**config.mk**
```make
export PLATFORM = sky130hd
export DESIGN_NAME = mem_arbiter_flat
export DESIGN_NICKNAME = d
export VERILOG_FILES = /design/src/rtl/mem_map_pkg.sv /design/src/rtl/mem_arbiter_if.sv /design/src/rtl/mem_range_check.sv /design/src/rtl/mem_arbiter.sv /design/src/flat_wrapper.sv
export SDC_FILE = /design/constraint.sdc
export NUM_CORES = 1
export LEC_CHECK = 0
export ABC_AREA = 1
export BUFFER_PORTS_ARGS = -buffer_cell sky130_fd_sc_hd__buf_4
export CELL_PAD_IN_SITES_DETAIL_PLACEMENT = 1
export CELL_PAD_IN_SITES_GLOBAL_PLACEMENT = 1
export CORE_ASPECT_RATIO = 0.5
export CORE_MARGIN = 8
export CORE_UTILIZATION = 15
export CTS_BUF_LIST = sky130_fd_sc_hd__clkbuf_4
export DETAILED_ROUTE_END_ITERATION = 8
export GPL_TIMING_DRIVEN = 1
export PLACE_DENSITY_LB_ADDON = 0.1
export SETUP_SLACK_MARGIN = 0.5
export SLEW_MARGIN = 15
export SYNTH_ARGS = -nofsm -noshare
export SYNTH_HDL_FRONTEND = slang
export SYNTH_SLANG_ARGS = --single-unit
```
**constraint.sdc**
```tcl
create_clock -name clk -period 2.35 [get_ports clk]
set_input_delay 0.705 -clock clk [delete_from_list [all_inputs] [get_ports clk]]
set_output_delay 0.705 -clock clk [all_outputs]
set_load 0.005 [all_outputs]
```
**src/rtl/mem_map_pkg.sv**
```systemverilog
// Memory map and shared types for the unified IMEM/DMEM arbiter.
package mem_map_pkg;
  localparam logic [31:0] IMEM_END   = 32'h0000_5000;
  localparam logic [31:0] DMEM_START = 32'h0000_5000;
  localparam logic [31:0] DMEM_END   = 32'h0000_8000;
  localparam int          WORD_BYTES = 4;

  typedef enum logic [1:0] {OWN_NONE, OWN_IF, OWN_D} owner_e;

  typedef struct packed {
    owner_e own;
    logic   err;
    logic   rd;   // response returns SRAM read data
  } rsp_t;
endpackage

```
**src/rtl/mem_arbiter_if.sv**
```systemverilog
// Fetch port, data port and SRAM side of the memory arbiter.
interface mem_arbiter_if #(parameter int MEM_AW = 13);
  logic              if_req;
  logic [31:0]       if_addr;
  logic              if_gnt;
  logic              if_rvalid;
  logic [31:0]       if_rdata;
  logic              if_err;
  logic              d_req;
  logic              d_we;
  logic [3:0]        d_be;
  logic [31:0]       d_addr;
  logic [31:0]       d_wdata;
  logic              d_gnt;
  logic              d_rvalid;
  logic [31:0]       d_rdata;
  logic              d_err;
  logic              mem_en;
  logic [3:0]        mem_we;
  logic [MEM_AW-1:0] mem_addr;
  logic [31:0]       mem_wdata;
  logic [31:0]       mem_rdata;

  modport slave (
    input  if_req, if_addr, d_req, d_we, d_be, d_addr, d_wdata, mem_rdata,
    output if_gnt, if_rvalid, if_rdata, if_err,
           d_gnt, d_rvalid, d_rdata, d_err,
           mem_en, mem_we, mem_addr, mem_wdata
  );

  modport master (
    output if_req, if_addr, d_req, d_we, d_be, d_addr, d_wdata, mem_rdata,
    input  if_gnt, if_rvalid, if_rdata, if_err,
           d_gnt, d_rvalid, d_rdata, d_err,
           mem_en, mem_we, mem_addr, mem_wdata
  );
endinterface

```
**src/rtl/mem_range_check.sv**
```systemverilog
// Address legality: word alignment plus IMEM window for fetch, DMEM window for data.
module mem_range_check #(
  parameter logic [31:0] IMEM_END   = mem_map_pkg::IMEM_END,
  parameter logic [31:0] DMEM_START = mem_map_pkg::DMEM_START,
  parameter logic [31:0] DMEM_END   = mem_map_pkg::DMEM_END
) (
  input  logic [31:0] addr,
  input  logic        is_data,
  output logic        legal
);
  logic aligned, in_imem, in_dmem;

  assign aligned = (addr[1:0] == 2'b00);
  assign in_imem = (addr < IMEM_END);
  assign in_dmem = (addr >= DMEM_START) && (addr < DMEM_END);
  assign legal   = aligned && (is_data ? in_dmem : in_imem);
endmodule

```
**src/rtl/mem_arbiter.sv**
```systemverilog
// Single-port SRAM arbiter: data-over-fetch priority with a starvation guard,
// map/alignment checking and a registered one-cycle response.
module mem_arbiter
  import mem_map_pkg::*;
#(
  parameter logic [31:0] IMEM_END        = mem_map_pkg::IMEM_END,
  parameter logic [31:0] DMEM_START      = mem_map_pkg::DMEM_START,
  parameter logic [31:0] DMEM_END        = mem_map_pkg::DMEM_END,
  parameter int          MEM_AW          = 13,
  parameter int          MAX_DATA_STREAK = 4
) (
  input logic           clk,
  input logic           rst_n,
  mem_arbiter_if.slave  bus
);
  localparam int SW = $clog2(MAX_DATA_STREAK + 1);
  localparam logic [SW-1:0] STREAK_MAX = SW'(MAX_DATA_STREAK);

  logic [SW-1:0] streak;
  logic          if_legal, d_legal;
  logic          gnt_if, gnt_d;
  rsp_t          rsp, rsp_nxt;

  mem_range_check #(.IMEM_END(IMEM_END), .DMEM_START(DMEM_START), .DMEM_END(DMEM_END))
    u_chk_if (.addr(bus.if_addr), .is_data(1'b0), .legal(if_legal));
  mem_range_check #(.IMEM_END(IMEM_END), .DMEM_START(DMEM_START), .DMEM_END(DMEM_END))
    u_chk_d  (.addr(bus.d_addr),  .is_data(1'b1), .legal(d_legal));

  // Fetch only overtakes a contending data request once the streak saturates.
  assign gnt_d  = rst_n && bus.d_req && (!bus.if_req || (streak != STREAK_MAX));
  assign gnt_if = rst_n && bus.if_req && !gnt_d;

  assign bus.d_gnt  = gnt_d;
  assign bus.if_gnt = gnt_if;

  always_comb begin
    bus.mem_en    = 1'b0;
    bus.mem_we    = 4'b0000;
    bus.mem_addr  = '0;
    bus.mem_wdata = '0;
    rsp_nxt       = '{own: OWN_NONE, err: 1'b0, rd: 1'b0};
    if (gnt_d) begin
      rsp_nxt = '{own: OWN_D, err: !d_legal, rd: d_legal && !bus.d_we};
      if (d_legal) begin
        bus.mem_en    = 1'b1;
        bus.mem_we    = bus.d_we ? bus.d_be : 4'b0000;
        bus.mem_addr  = bus.d_addr[MEM_AW+1:2];
        bus.mem_wdata = bus.d_wdata;
      end
    end else if (gnt_if) begin
      rsp_nxt = '{own: OWN_IF, err: !if_legal, rd: if_legal};
      if (if_legal) begin
        bus.mem_en   = 1'b1;
        bus.mem_addr = bus.if_addr[MEM_AW+1:2];
      end
    end
  end

  always_ff @(posedge clk or negedge rst_n) begin
    if (!rst_n) begin
      rsp    <= '{own: OWN_NONE, err: 1'b0, rd: 1'b0};
      streak <= '0;
    end else begin
      rsp <= rsp_nxt;
      if (gnt_if)
        streak <= '0;
      else if (gnt_d && bus.if_req && (streak != STREAK_MAX))
        streak <= streak + 1'b1;
    end
  end

  assign bus.if_rvalid = (rsp.own == OWN_IF);
  assign bus.if_err    = bus.if_rvalid && rsp.err;
  assign bus.if_rdata  = (bus.if_rvalid && rsp.rd) ? bus.mem_rdata : 32'h0;
  assign bus.d_rvalid  = (rsp.own == OWN_D);
  assign bus.d_err     = bus.d_rvalid && rsp.err;
  assign bus.d_rdata   = (bus.d_rvalid && rsp.rd) ? bus.mem_rdata : 32'h0;
endmodule

```
**src/flat_wrapper.sv**
```systemverilog
// flat-port wrapper written by rule: the top's interface ports become plain ports
module mem_arbiter_flat import mem_map_pkg::*;
#(
  parameter logic [31:0] IMEM_END        = mem_map_pkg::IMEM_END,
  parameter logic [31:0] DMEM_START      = mem_map_pkg::DMEM_START,
  parameter logic [31:0] DMEM_END        = mem_map_pkg::DMEM_END,
  parameter int          MEM_AW          = 13,
  parameter int          MAX_DATA_STREAK = 4
)
  (clk, rst_n, bus_if_req, bus_if_addr, bus_d_req, bus_d_we, bus_d_be, bus_d_addr, bus_d_wdata, bus_mem_rdata, bus_if_gnt, bus_if_rvalid, bus_if_rdata, bus_if_err, bus_d_gnt, bus_d_rvalid, bus_d_rdata, bus_d_err, bus_mem_en, bus_mem_we, bus_mem_addr, bus_mem_wdata);
  mem_arbiter_if #(.MEM_AW(MEM_AW)) bus_i ();
  input logic clk;
  input logic rst_n;
  input wire logic [$bits(bus_i.if_req)-1:0] bus_if_req;
  input wire logic [$bits(bus_i.if_addr)-1:0] bus_if_addr;
  input wire logic [$bits(bus_i.d_req)-1:0] bus_d_req;
  input wire logic [$bits(bus_i.d_we)-1:0] bus_d_we;
  input wire logic [$bits(bus_i.d_be)-1:0] bus_d_be;
  input wire logic [$bits(bus_i.d_addr)-1:0] bus_d_addr;
  input wire logic [$bits(bus_i.d_wdata)-1:0] bus_d_wdata;
  input wire logic [$bits(bus_i.mem_rdata)-1:0] bus_mem_rdata;
  output wire logic [$bits(bus_i.if_gnt)-1:0] bus_if_gnt;
  output wire logic [$bits(bus_i.if_rvalid)-1:0] bus_if_rvalid;
  output wire logic [$bits(bus_i.if_rdata)-1:0] bus_if_rdata;
  output wire logic [$bits(bus_i.if_err)-1:0] bus_if_err;
  output wire logic [$bits(bus_i.d_gnt)-1:0] bus_d_gnt;
  output wire logic [$bits(bus_i.d_rvalid)-1:0] bus_d_rvalid;
  output wire logic [$bits(bus_i.d_rdata)-1:0] bus_d_rdata;
  output wire logic [$bits(bus_i.d_err)-1:0] bus_d_err;
  output wire logic [$bits(bus_i.mem_en)-1:0] bus_mem_en;
  output wire logic [$bits(bus_i.mem_we)-1:0] bus_mem_we;
  output wire logic [$bits(bus_i.mem_addr)-1:0] bus_mem_addr;
  output wire logic [$bits(bus_i.mem_wdata)-1:0] bus_mem_wdata;
  assign bus_i.if_req = bus_if_req;
  assign bus_i.if_addr = bus_if_addr;
  assign bus_i.d_req = bus_d_req;
  assign bus_i.d_we = bus_d_we;
  assign bus_i.d_be = bus_d_be;
  assign bus_i.d_addr = bus_d_addr;
  assign bus_i.d_wdata = bus_d_wdata;
  assign bus_i.mem_rdata = bus_mem_rdata;
  assign bus_if_gnt = bus_i.if_gnt;
  assign bus_if_rvalid = bus_i.if_rvalid;
  assign bus_if_rdata = bus_i.if_rdata;
  assign bus_if_err = bus_i.if_err;
  assign bus_d_gnt = bus_i.d_gnt;
  assign bus_d_rvalid = bus_i.d_rvalid;
  assign bus_d_rdata = bus_i.d_rdata;
  assign bus_d_err = bus_i.d_err;
  assign bus_mem_en = bus_i.mem_en;
  assign bus_mem_we = bus_i.mem_we;
  assign bus_mem_addr = bus_i.mem_addr;
  assign bus_mem_wdata = bus_i.mem_wdata;
  mem_arbiter #(.IMEM_END(IMEM_END), .DMEM_START(DMEM_START), .DMEM_END(DMEM_END), .MEM_AW(MEM_AW), .MAX_DATA_STREAK(MAX_DATA_STREAK)) u_core (.clk(clk), .rst_n(rst_n), .bus(bus_i));
endmodule
```
==> results of run 1 <==
cell type report:
type / count / share of cell area
Timing Repair Buffer: 317 / 0.538
Sequential cell: 7 / 0.0303
Tap cell: 140 / 0.0301
Multi-Input combinational cell: 217 / 0.343
Clock buffer: 4 / 0.00516
Inverter: 81 / 0.0535
layer usage:
layer | part of all wire | wire length [um]
met4 | 0.0098 | 142
met3 | 0.063 | 913
met5 | 0 | 0
met2 | 0.57 | 8250
met1 | 0.36 | 5250
repair_timing:
action | in CTS | in global routing
setup buffers | 22 | 8
resized for setup | 233 | 143
setup endpoints to repair | 116 | 119
pin swaps | 18 | 43
cloned | 6 | 4
path summary, 6_finish.rpt:
path,start,end,slack (ns),cells after the start
min,rst_n,u_core.rsp[1]$_DFF_PN0_,0.49,3
max reg2reg,u_core.streak[1]$_DFFE_PN0P_,u_core.rsp[0]$_DFF_PN0_,0.77,11
max in group asynchronous,rst_n,u_core.rsp[2]$_DFF_PN0_,1.73,3
min in group clk,u_core.streak[2]$_DFFE_PN0P_,u_core.streak[2]$_DFFE_PN0P_,0.60,2
max,bus_d_addr[25],bus_mem_wdata[6],-0.14,8
min reg2reg,u_core.streak[2]$_DFFE_PN0P_,u_core.streak[2]$_DFFE_PN0P_,0.60,2
per-stage QoR:
| stage | std cells | hold slack (ns) | power (mW) | setup TNS, ns | setup slack, ns |
|---|---|---|---|---|---|
| 5_1_grt | 766 | 0.499 | 0.781 | -8.24 | -0.211 |
| 3_3_place_gp | 722 | 0.532 | 0.441 | -3.73 | -0.0942 |
| 3_5_place_dp | 722 | 0.549 | 0.446 | -4.60 | -0.128 |
| 6_report | 766 | 0.488 | 0.736 | -4.31 | -0.135 |
| 2_1_floorplan | 319 | 0.409 | 0.222 | 0 | 0.215 |
| 4_1_cts | 754 | 0.494 | 0.662 | -3.64 | -0.109 |
critical path, cell delays in order:
cell       delay [ns]
buf_4            0.12
nor2_2           0.11
nand2_2          0.07
nor2_4           0.18
nand3_4          0.18
clkbuf_16        0.23
nor2_4           0.09
buf_6            0.10
state kept, by name, indices dropped and copies added, names as in the netlist:
register	count
u_core.rsp	4
u_core.streak	3
layout by cell type (no fill, tap or decap), types with 2 or more instances in the layout:
master	instances
clkbuf_16	3
nor2_4	108
inv_2	4
o21ai_1	2
o21ai_0	2
nor2_1	18
nand4_1	13
nand2_2	16
buf_4	171
inv_1	75
nand3_1	3
nand3_2	14
dfrtp_1	6
nand3_4	4
clkbuf_4	4
nor2_2	10
buf_16	6
buf_12	8
nand2_4	5
buf_6	127
nand2_1	13
Yosys cell counts:
cell | number | area [um2]
nor2_1 | 121 | 454
inv_1 | 79 | 297
nand2_1 | 34 | 128
nand3_1 | 19 | 95.1
nand4_1 | 13 | 81.3
nor2_2 | 11 | 68.8
dfrtp_1 | 7 | 175
clkbuf_1 | 6 | 22.5
buf_6 | 4 | 45.0
nor2_4 | 4 | 45.0
buf_2 | 3 | 15.0
o21ai_1 | 3 | 15.0
ha_1 | 2 | 25.0
nor3_1 | 2 | 10.0
o21ai_0 | 2 | 10.0
buf_4 | 1 | 7.51
clkinv_1 | 1 | 3.75
inv_2 | 1 | 3.75
nand2_2 | 1 | 6.26
nand3_2 | 1 | 10.0
nand3_4 | 1 | 17.5
nand3b_1 | 1 | 7.51
o31ai_1 | 1 | 7.51
xnor2_1 | 1 | 8.76
cell families (layout without fill, tap and decap cells):
kind of cell,after synthesis,count (layout)
simple gates,208,208
buf+inv,95,402
flops,7,7
compound gates,6,6
fa+ha+maj,2,2
xor+xnor,1,1
power groups by stage:
stage | combinational, mW | clock (mW) | sequential, mW
final | 0.478 | 0.121 | 0.137
after global routing | 0.512 | 0.131 | 0.138
after CTS | 0.403 | 0.123 | 0.136
after detailed placement | 0.310 | 0 | 0.137
after global placement | 0.304 | 0 | 0.136
after floorplan | 0.0868 | 0 | 0.135
==> flow_summary_export.csv, run 1 <==
group,metric,value,unit
clock_tree,clockRootBuffer,"clkbuf_4",
route,drtPass1Iterations,4,
final_layout,insertedDiodeCount,0,
placement,dp_hpwl,9570,um
synthesis,synth_top_family_by_area,"simple AND/OR/NAND/NOR gates",
synthesis,synth-seq-cells,7,
power,comb_power_share,0.649,
worst_setup_path,cp.arrival,1.78,ns
hold_path,min_path_type,"input port to async pin",
synthesis,yosys.area_share.adder,0.0161,
timing,tightestPinTransition,0.254,ns
status,violations,"setup timing",
route,drc,0,
timing,setup-violations-final,50,
floorplanning,io_pins,257,
clock_tree,cts_made_buffers,3,
global_routing,grt_usage,0.168,
timing,fin_worst_skew,0.00570,ns
global_routing,antenna_found_initial,0,
synthesis,netlist_area,1560,um2
power,power_density,126,nW/um2
global_routing,gr-total-overflow,0,
placement,io_buffer_count,256,
timing,period_share,1.06,
synthesis,synth_cells,319,
clock_tree,clkSinkCount,7,
final_layout,fin_util,0.574,
floorplanning,die_w,160,um
global_routing,top_usage_layer,"met2",
power,switching_share,0.357,
clock_tree,htree_levels,1,
route,drt_wl_total,14600,um
power,irDropWorstVdd,0.0808,mV
timing,hold_viol,0,
timing,relSlewSlack,0.830,
route,vias,3186,
final_layout,fillers,1178,
global_routing,grt_max_degree,17,
floorplanning,num_rows,26,
final_layout,multi_input_area,1990,um2
global_routing,grt_pass1_wl,19100,um
timing,rsz0062_at_grt,"yes",
clock_tree,cts_tree,"done",
final_layout,final_cell_area,5820,um2
synthesis,synth-seq-area-share,0.112,
placement,place_area,3890,um2
route,post_drt_wl_per_cell,19.0,um
final_layout,drive_above_1_share,0.783,
route,viasPerCell,4.16,
route,final_antenna_net_count,0,
floorplanning,initial_core_util,0.154,
power,leakagePower,2.87,nW
synthesis,muxShareOfSynthArea,0,
power,clkPwrFrac,0.165,
clock_tree,cts.clk_slew.worst_paths,0.05,ns
synthesis,ys_types,24,
timing,post-route-worst-setup-slack,-0.135,ns
route,drtIter0Drc,64,
clock_tree,clk_latency,0.25,ns
clock_tree,holdBufCountCts,0,
global_routing,use_met2,0.344,
synthesis,yosysWarnings,0,
status,status,"finished with violations",
timing,fmax,0.402,GHz
global_routing,use_met1,0.175,
synthesis,synth.net_count,458,
flow_run,drv_cap,0,
timing,maxSlewViolCount,0,
synthesis,synth_xor_area_frac,0.00562,
global_routing,met3_usage,0.0408,
synthesis,avgSynthCellArea,4.89,um2
power,power.internal,0.474,mW
worst_setup_path,crit_path_start_kind,"input port",
final_layout,layout-area-overhead-vs-synth,273,%
synthesis,synth-compound-area-share,0.0209,
floorplanning,coreArea,10100,um2
synthesis,synthSimpleGateAreaFrac,0.592,
final_layout,register_area,176,um2
worst_setup_path,crit_type,"input port to primary output",
placement,gp_congestion,0.735,
worst_setup_path,cp-end-kind,"primary output",
worst_setup_path,cp_max_fo,8,
final_layout,layout.nets,766,
floorplanning,dieHeight,88.1,um
timing,layout_min_cycle_time,2.49,ns
floorplanning,dieArea,14100,um2
power,pwr-share-seq,0.186,
global_routing,first_global_vias,3434,
power,switching_power,0.263,mW
clock_tree,clk_path_buf_depth,2,
worst_setup_path,cp_data_required_time,1.64,ns
Note: power is estimated with default switching activity, not from simulation.
==> inputs of run 2 (changes only) <==
==> constraint.sdc (replaced) <==
create_clock -name clk -period 2.7 [get_ports clk]
set_input_delay 0.81 -clock clk [delete_from_list [all_inputs] [get_ports clk]]
set_output_delay 0.81 -clock clk [all_outputs]
set_load 0.005 [all_outputs]
==> flow_summary_export.csv, run 2 (synthesized netlist as in run 1, its figures left out) <==
group,metric,value,unit
status,status,"finished with violations",
status,violations,"setup timing",
final_layout,insertedDiodeCount,0,
clock_tree,cts_tree,"done",
timing,tightestPinTransition,0.332,ns
global_routing,antenna_found_initial,0,
placement,place_ws,-0.0492,ns
worst_setup_path,crit_path_start_kind,"input port",
timing,fmax,0.370,GHz
floorplanning,die_w,160,um
global_routing,first_global_vias,3101,
final_layout,layout.nets,757,
clock_tree,clkSinkCount,7,
power,pwr-share-seq,0.198,
floorplanning,coreArea,10100,um2
power,switching_share,0.367,
route,drtIter0Drc,50,
final_layout,mostFrequentLayoutCell,"buf_4",
route,viasPerCell,4.12,
timing,setup-violations-final,1,
worst_setup_path,cp_max_fo,18,
placement,gp_congestion,0.720,
power,power_density,107,nW/um2
worst_setup_path,cp-end-kind,"primary output",
final_layout,most-common-layout-cells,"164 x buf_4, 125 x buf_6, 95 x nor2_4",
route,post_drt_wl_per_cell,17.5,um
clock_tree,cts_made_buffers,3,
clock_tree,clk_path_buf_depth,2,
floorplanning,num_rows,26,
global_routing,grt_usage,0.141,
timing,period_share,1.00,
global_routing,gr-total-overflow,0,
power,comb_power_share,0.632,
worst_setup_path,cp.arrival,1.89,ns
route,drt_wl_total,13300,um
clock_tree,cts.clk_slew.worst_paths,0.06,ns
placement,place_area,3800,um2
worst_setup_path,cp_data_required_time,1.89,ns
floorplanning,initial_core_util,0.154,
clock_tree,htree_levels,1,
flow_run,drv_cap,0,
timing,rsz0062_at_grt,"yes",
final_layout,largest_register,"u_core.rsp",
hold_path,min_path_type,"input port to async pin",
final_layout,largest_reg_flops,4,
placement,dp_hpwl,9150,um
global_routing,grt_pass1_wl,16400,um
timing,hold_viol,0,
timing,fin_worst_skew,0.00979,ns
power,switching_power,0.220,mW
floorplanning,dieArea,14100,um2
route,vias,3121,
floorplanning,dieHeight,88.1,um
power,irDropWorstVdd,0.0915,mV
route,drc,0,
clock_tree,clk_latency,0.26,ns
power,power.internal,0.379,mW
clock_tree,holdBufCountCts,0,
worst_setup_path,crit_type,"input port to primary output",
timing,post-route-worst-setup-slack,-0.000411,ns
global_routing,grt_max_degree,33,
placement,io_buffer_count,256,
power,leakagePower,2.83,nW
final_layout,final_cell_area,5630,um2
floorplanning,io_pins,257,
timing,maxSlewViolCount,0,
final_layout,layout-area-overhead-vs-synth,261,%
final_layout,drive_above_1_share,0.767,
route,drtPass1Iterations,4,
final_layout,largestRegisters,"u_core.rsp x4, u_core.streak x3",
power,clkPwrFrac,0.170,
timing,relSlewSlack,0.779,
timing,setup_tns,-0.000411,ns
timing,layout_min_cycle_time,2.70,ns
clock_tree,clockRootBuffer,"clkbuf_4",
route,final_antenna_net_count,0,
[run 2: changes by cell type in the layout (fill, tap and decap cells not counted), moves of 2 or more]
cell and delta:
nor3_1 +2, buf_4 -7, nand3_4 +2, nand3_2 -4, nor2_4 -13, nor2_2 +11, buf_12 -2, buf_6 -2
clkbuf_16 +4, buf_16 -4, buf_8 +2, nand2_4 +2, nor2_1 +2, nand3_1 +2
[run 2: repair_timing]
action                                  in CTS  in global routing
gates resized for setup                     37                323
setup buffers                               19                 10
gates cloned                                 2                  9
pin swaps                                   18                 52
endpoints found under the setup margin     115                115
[run 2: final timing paths]
check                      slack [ns]  cells past startpoint                          from                      endpoint
setup / recovery              -0.0004                      8                bus_d_addr[31]             bus_mem_wdata[27]
hold / removal                   0.42                      2                         rst_n  u_core.streak[2]$_DFFE_PN0P_
setup reg to reg                 1.03                     12  u_core.streak[1]$_DFFE_PN0P_  u_core.streak[1]$_DFFE_PN0P_
hold reg to reg                  0.58                      2  u_core.streak[2]$_DFFE_PN0P_  u_core.streak[2]$_DFFE_PN0P_
max in group asynchronous        2.16                      2                         rst_n  u_core.streak[1]$_DFFE_PN0P_
min in group clk                 0.58                      2  u_core.streak[2]$_DFFE_PN0P_  u_core.streak[2]$_DFFE_PN0P_
[run 2: cell type report]
cell class	count	area, um2
fill	1198	4520
clock inverter	1	5.00
clock buffer	3	22.5
multi-input combinational	218	1910
tap	140	175
sequential	7	175
inverter	81	309
timing repair buffer	307	3030
[run 2: per-stage QoR]
step | instances | total power [mW] | hold WS (ns) | util
finish | 757 | 0.600 | 0.423 | 0.555
global route | 757 | 0.641 | 0.422 | 0.555
CTS | 738 | 0.516 | 0.440 | 0.410
detailed placement | 713 | 0.380 | 0.530 | 0.375
global placement | 713 | 0.375 | 0.528 | 0.375
floorplan | 319 | 0.192 | 0.511 | -
[run 2: power by group through the flow]
stage	logic (mW)	clock network [mW]	registers, mW
floorplan	0.0738	0	0.118
global placement	0.256	0	0.119
detailed placement	0.262	0	0.119
CTS	0.295	0.104	0.118
global route	0.407	0.114	0.120
finish	0.379	0.102	0.119
[run 2: per-layer routing]
metal  global-route usage  up-vias  share of wire
met1                0.157     1464           0.36
met3               0.0427        6          0.070
met2                0.267      125           0.56
met5                    0        -              0
met4               0.0261        0         0.0057
li1                     -     1526              -
[run 2: critical path, stage by stage]
cell and delay, ns:
buf_6 0.10, nor2_4 0.09, nand3_2 0.08, nor2_4 0.18, nand3_4 0.17, buf_12 0.21, nor2_1 0.11, buf_4 0.13
==> inputs of run 3 (changes only) <==
--- a/config.mk
+++ b/config.mk
@@ -5,7 +5,6 @@
 export SDC_FILE = /design/constraint.sdc
 export NUM_CORES = 1
 export LEC_CHECK = 0
-export ABC_AREA = 1
 export BUFFER_PORTS_ARGS = -buffer_cell sky130_fd_sc_hd__buf_4
 export CELL_PAD_IN_SITES_DETAIL_PLACEMENT = 1
 export CELL_PAD_IN_SITES_GLOBAL_PLACEMENT = 1
==> flow_summary_export.csv, run 3 <==
group,metric,value,unit
synthesis,synth_top_family_by_area,"simple AND/OR/NAND/NOR gates",
floorplanning,coreArea,8800,um2
synthesis,yosys.area.top_type_share,0.309,
final_layout,final_cell_area,4170,um2
worst_setup_path,crit_start,"bus_d_addr[19]",
timing,maxSlewViolCount,0,
synthesis,synth_edf_count,0,
clock_tree,cts_made_buffers,3,
worst_setup_path,rr_worst_depth,8,
worst_setup_path,r2r_setup_slack,1.22,ns
final_layout,layout.nets,596,
synthesis,synth_flop_cell,"dfrtp_1",
timing,tightestPinTransition,0.350,ns
timing,rsz0062_at_grt,"yes",
synthesis,synth_cells,186,
placement,place_ws,-0.462,ns
floorplanning,die_w,151,um
clock_tree,cts.clk_slew.worst_paths,0.06,ns
clock_tree,clockRootBuffer,"clkbuf_4",
synthesis,synth-compound-area-share,0.127,
timing,period_share,1.12,
route,drtPass1Iterations,4,
final_layout,largestRegisters,"u_core.rsp x4, u_core.streak x3",
worst_setup_path,crit_type,"input port to primary output",
placement,io_buffer_count,256,
final_layout,final-instance-count-excl-fill,573,
hold_path,min_path_type,"input port to async pin",
route,viasPerCell,4.49,
synthesis,synth_xor_area_frac,0,
route,drt_wl_total,11200,um
synthesis,synth-async-reset-ratio,1.00,
timing,relSlewSlack,0.767,
synthesis,yosysWarnings,0,
global_routing,grt_usage,0.160,
synthesis,synth.net_count,325,
power,irDropWorstVdd,0.0804,mV
flow_run,drv_cap,0,
worst_setup_path,cp.arrival,2.20,ns
global_routing,first_global_vias,2899,
final_layout,insertedDiodeCount,0,
status,violations,"setup timing",
final_layout,largest_reg_flops,4,
synthesis,muxShareOfSynthArea,0,
final_layout,mostFrequentLayoutCell,"buf_4",
clock_tree,holdBufCountCts,0,
floorplanning,io_pins,257,
final_layout,multi_input_area,1350,um2
timing,hold_viol,0,
final_layout,drive_above_1_share,0.792,
route,post_drt_wl_per_cell,19.5,um
synthesis,synthSimpleGateAreaFrac,0.632,
global_routing,grt_max_degree,65,
global_routing,gr-total-overflow,0,
route,vias,2573,
final_layout,fin_util,0.474,
final_layout,register_area,175,um2
timing,fmax,0.332,GHz
final_layout,largest_register,"u_core.rsp",
power,power_density,137,nW/um2
placement,gp_congestion,0.766,
final_layout,fillers,1049,
floorplanning,dieHeight,83.7,um
synthesis,avgSynthCellArea,7.40,um2
placement,dp_cells,555,
route,drc,0,
synthesis,yosys.cell_count.top_type,"and3_1",
route,final_antenna_net_count,0,
global_routing,grt_pass1_wl,16200,um
route,drtIter0Drc,39,
worst_setup_path,r2r-start,"u_core.streak[1]$_DFFE_PN0P_",
timing,fin_worst_skew,0.00491,ns
synthesis,ys_types,27,
timing,post-route-worst-setup-slack,-0.312,ns
synthesis,netlist_area,1380,um2
timing,setup-violations-final,50,
status,status,"finished with violations",
synthesis,synth_top_cells_by_count,"68 x and3_1, 30 x and2_1, 13 x clkbuf_1",
global_routing,antenna_found_initial,0,
power,leakagePower,2.35,nW
final_layout,most-common-layout-cells,"211 x buf_4, 69 x buf_6, 51 x and3_1",
placement,dp_hpwl,9400,um
worst_setup_path,cp_max_fo,10,
placement,place_area,3570,um2
worst_setup_path,crit_path_start_kind,"input port",
timing,whs,0.458,ns
final_layout,layout-area-overhead-vs-synth,203,%
synthesis,yosys.area_share.adder,0.0182,
clock_tree,htree_levels,1,
worst_setup_path,cp_data_required_time,1.89,ns
synthesis,synth-seq-cells,7,
clock_tree,cts_tree,"done",
synthesis,yosys.area.top_type,"and3_1",
floorplanning,dieArea,12700,um2
clock_tree,clk_path_buf_depth,2,
floorplanning,num_rows,24,
worst_setup_path,rr_endpoint,"u_core.rsp[0]$_DFF_PN0_",
timing,layout_min_cycle_time,3.01,ns
worst_setup_path,cp-end-kind,"primary output",
floorplanning,initial_core_util,0.156,
clock_tree,clk_latency,0.25,ns
clock_tree,clkSinkCount,7,
synthesis,synthTopCellsByArea,"and3_1 31%, and2_1 14%, dfrtp_1 13%, a22o_1 7.6%, nor4_2 5.5%",
synthesis,synth-seq-area-share,0.127,
run 3: cell types whose count changed after synthesis, moves of 7 or more:
cell      delta
a22o_1      +12
nand4_1     -11
nand2_1     -28
nand3_1     -15
and3_1      +68
clkbuf_1     +7
nor2_1     -119
inv_1       -75
nor2_2      -11
and2_1      +30
run 3: kinds of logic (layout without fill, tap and decap cells):
group                      after synthesis  in the layout
adders and majority gates                2              2
AOI/OAI and AO/OA                       23             23
buffers and inverters                   23            293
and+or+nand+nor                        131            131
DFF                                      7              7
run 3: final cells by class:
class                   instances  share of cell area
repair buffers                285               0.588
multi-input cells             156               0.324
flip-flops and latches          7              0.0420
well taps                     117              0.0351
clock buffers                   4             0.00720
inverters                       4             0.00360
run 3: worst max-delay path: stages:
cell and delay [ns]:
buf_6 0.10, nor4b_4 0.25, nand4_1 0.23, nor3_4 0.25, buf_6 0.17, buf_8 0.14
a22o_1 0.14, buf_4 0.11
run 3: how the worst max path moves through the flow:
stage,end,slack (ns),depth (start not counted)
2_1_floorplan,bus_mem_we[1],0.003,5
3_3_place_gp,bus_mem_addr[4],-0.38,7
3_5_place_dp,bus_mem_we[3],-0.46,7
4_1_cts,bus_mem_we[3],-0.35,8
5_1_grt,bus_mem_addr[1],-0.43,8
6_report,bus_mem_addr[1],-0.31,8
run 3: repair_timing:
action	4_1_cts	5_1_grt
pin swaps	13	15
setup endpoints to repair	80	74
resized for setup	79	40
buffers inserted	10	1
cloned	3	0
endpoints found under the hold margin	0	0
run 3: power breakdown:
| part | switching [mW] | leakage (nW) | internal (mW) |
|---|---|---|---|
| combinational | 0.120 | 2.24 | 0.209 |
| sequential | 0.0176 | 0.0923 | 0.119 |
| clock | 0.0389 | 0.0184 | 0.0664 |
run 3: through the flow:
stage | TNS (ns) | power [mW]
after floorplan | 0 | 0.187
after global placement | -18.19 | 0.385
after detailed placement | -21.10 | 0.395
after CTS | -16.37 | 0.553
after global routing | -19.72 | 0.607
final | -14.36 | 0.570
run 3: per-layer routing:
layer  up-vias  part of all wire  track usage
met5         -                 0            0
met4         0             0.021       0.0437
met2       137              0.55        0.323
met1      1205              0.30        0.140
met3        14              0.13       0.0649
li1       1217                 -            -
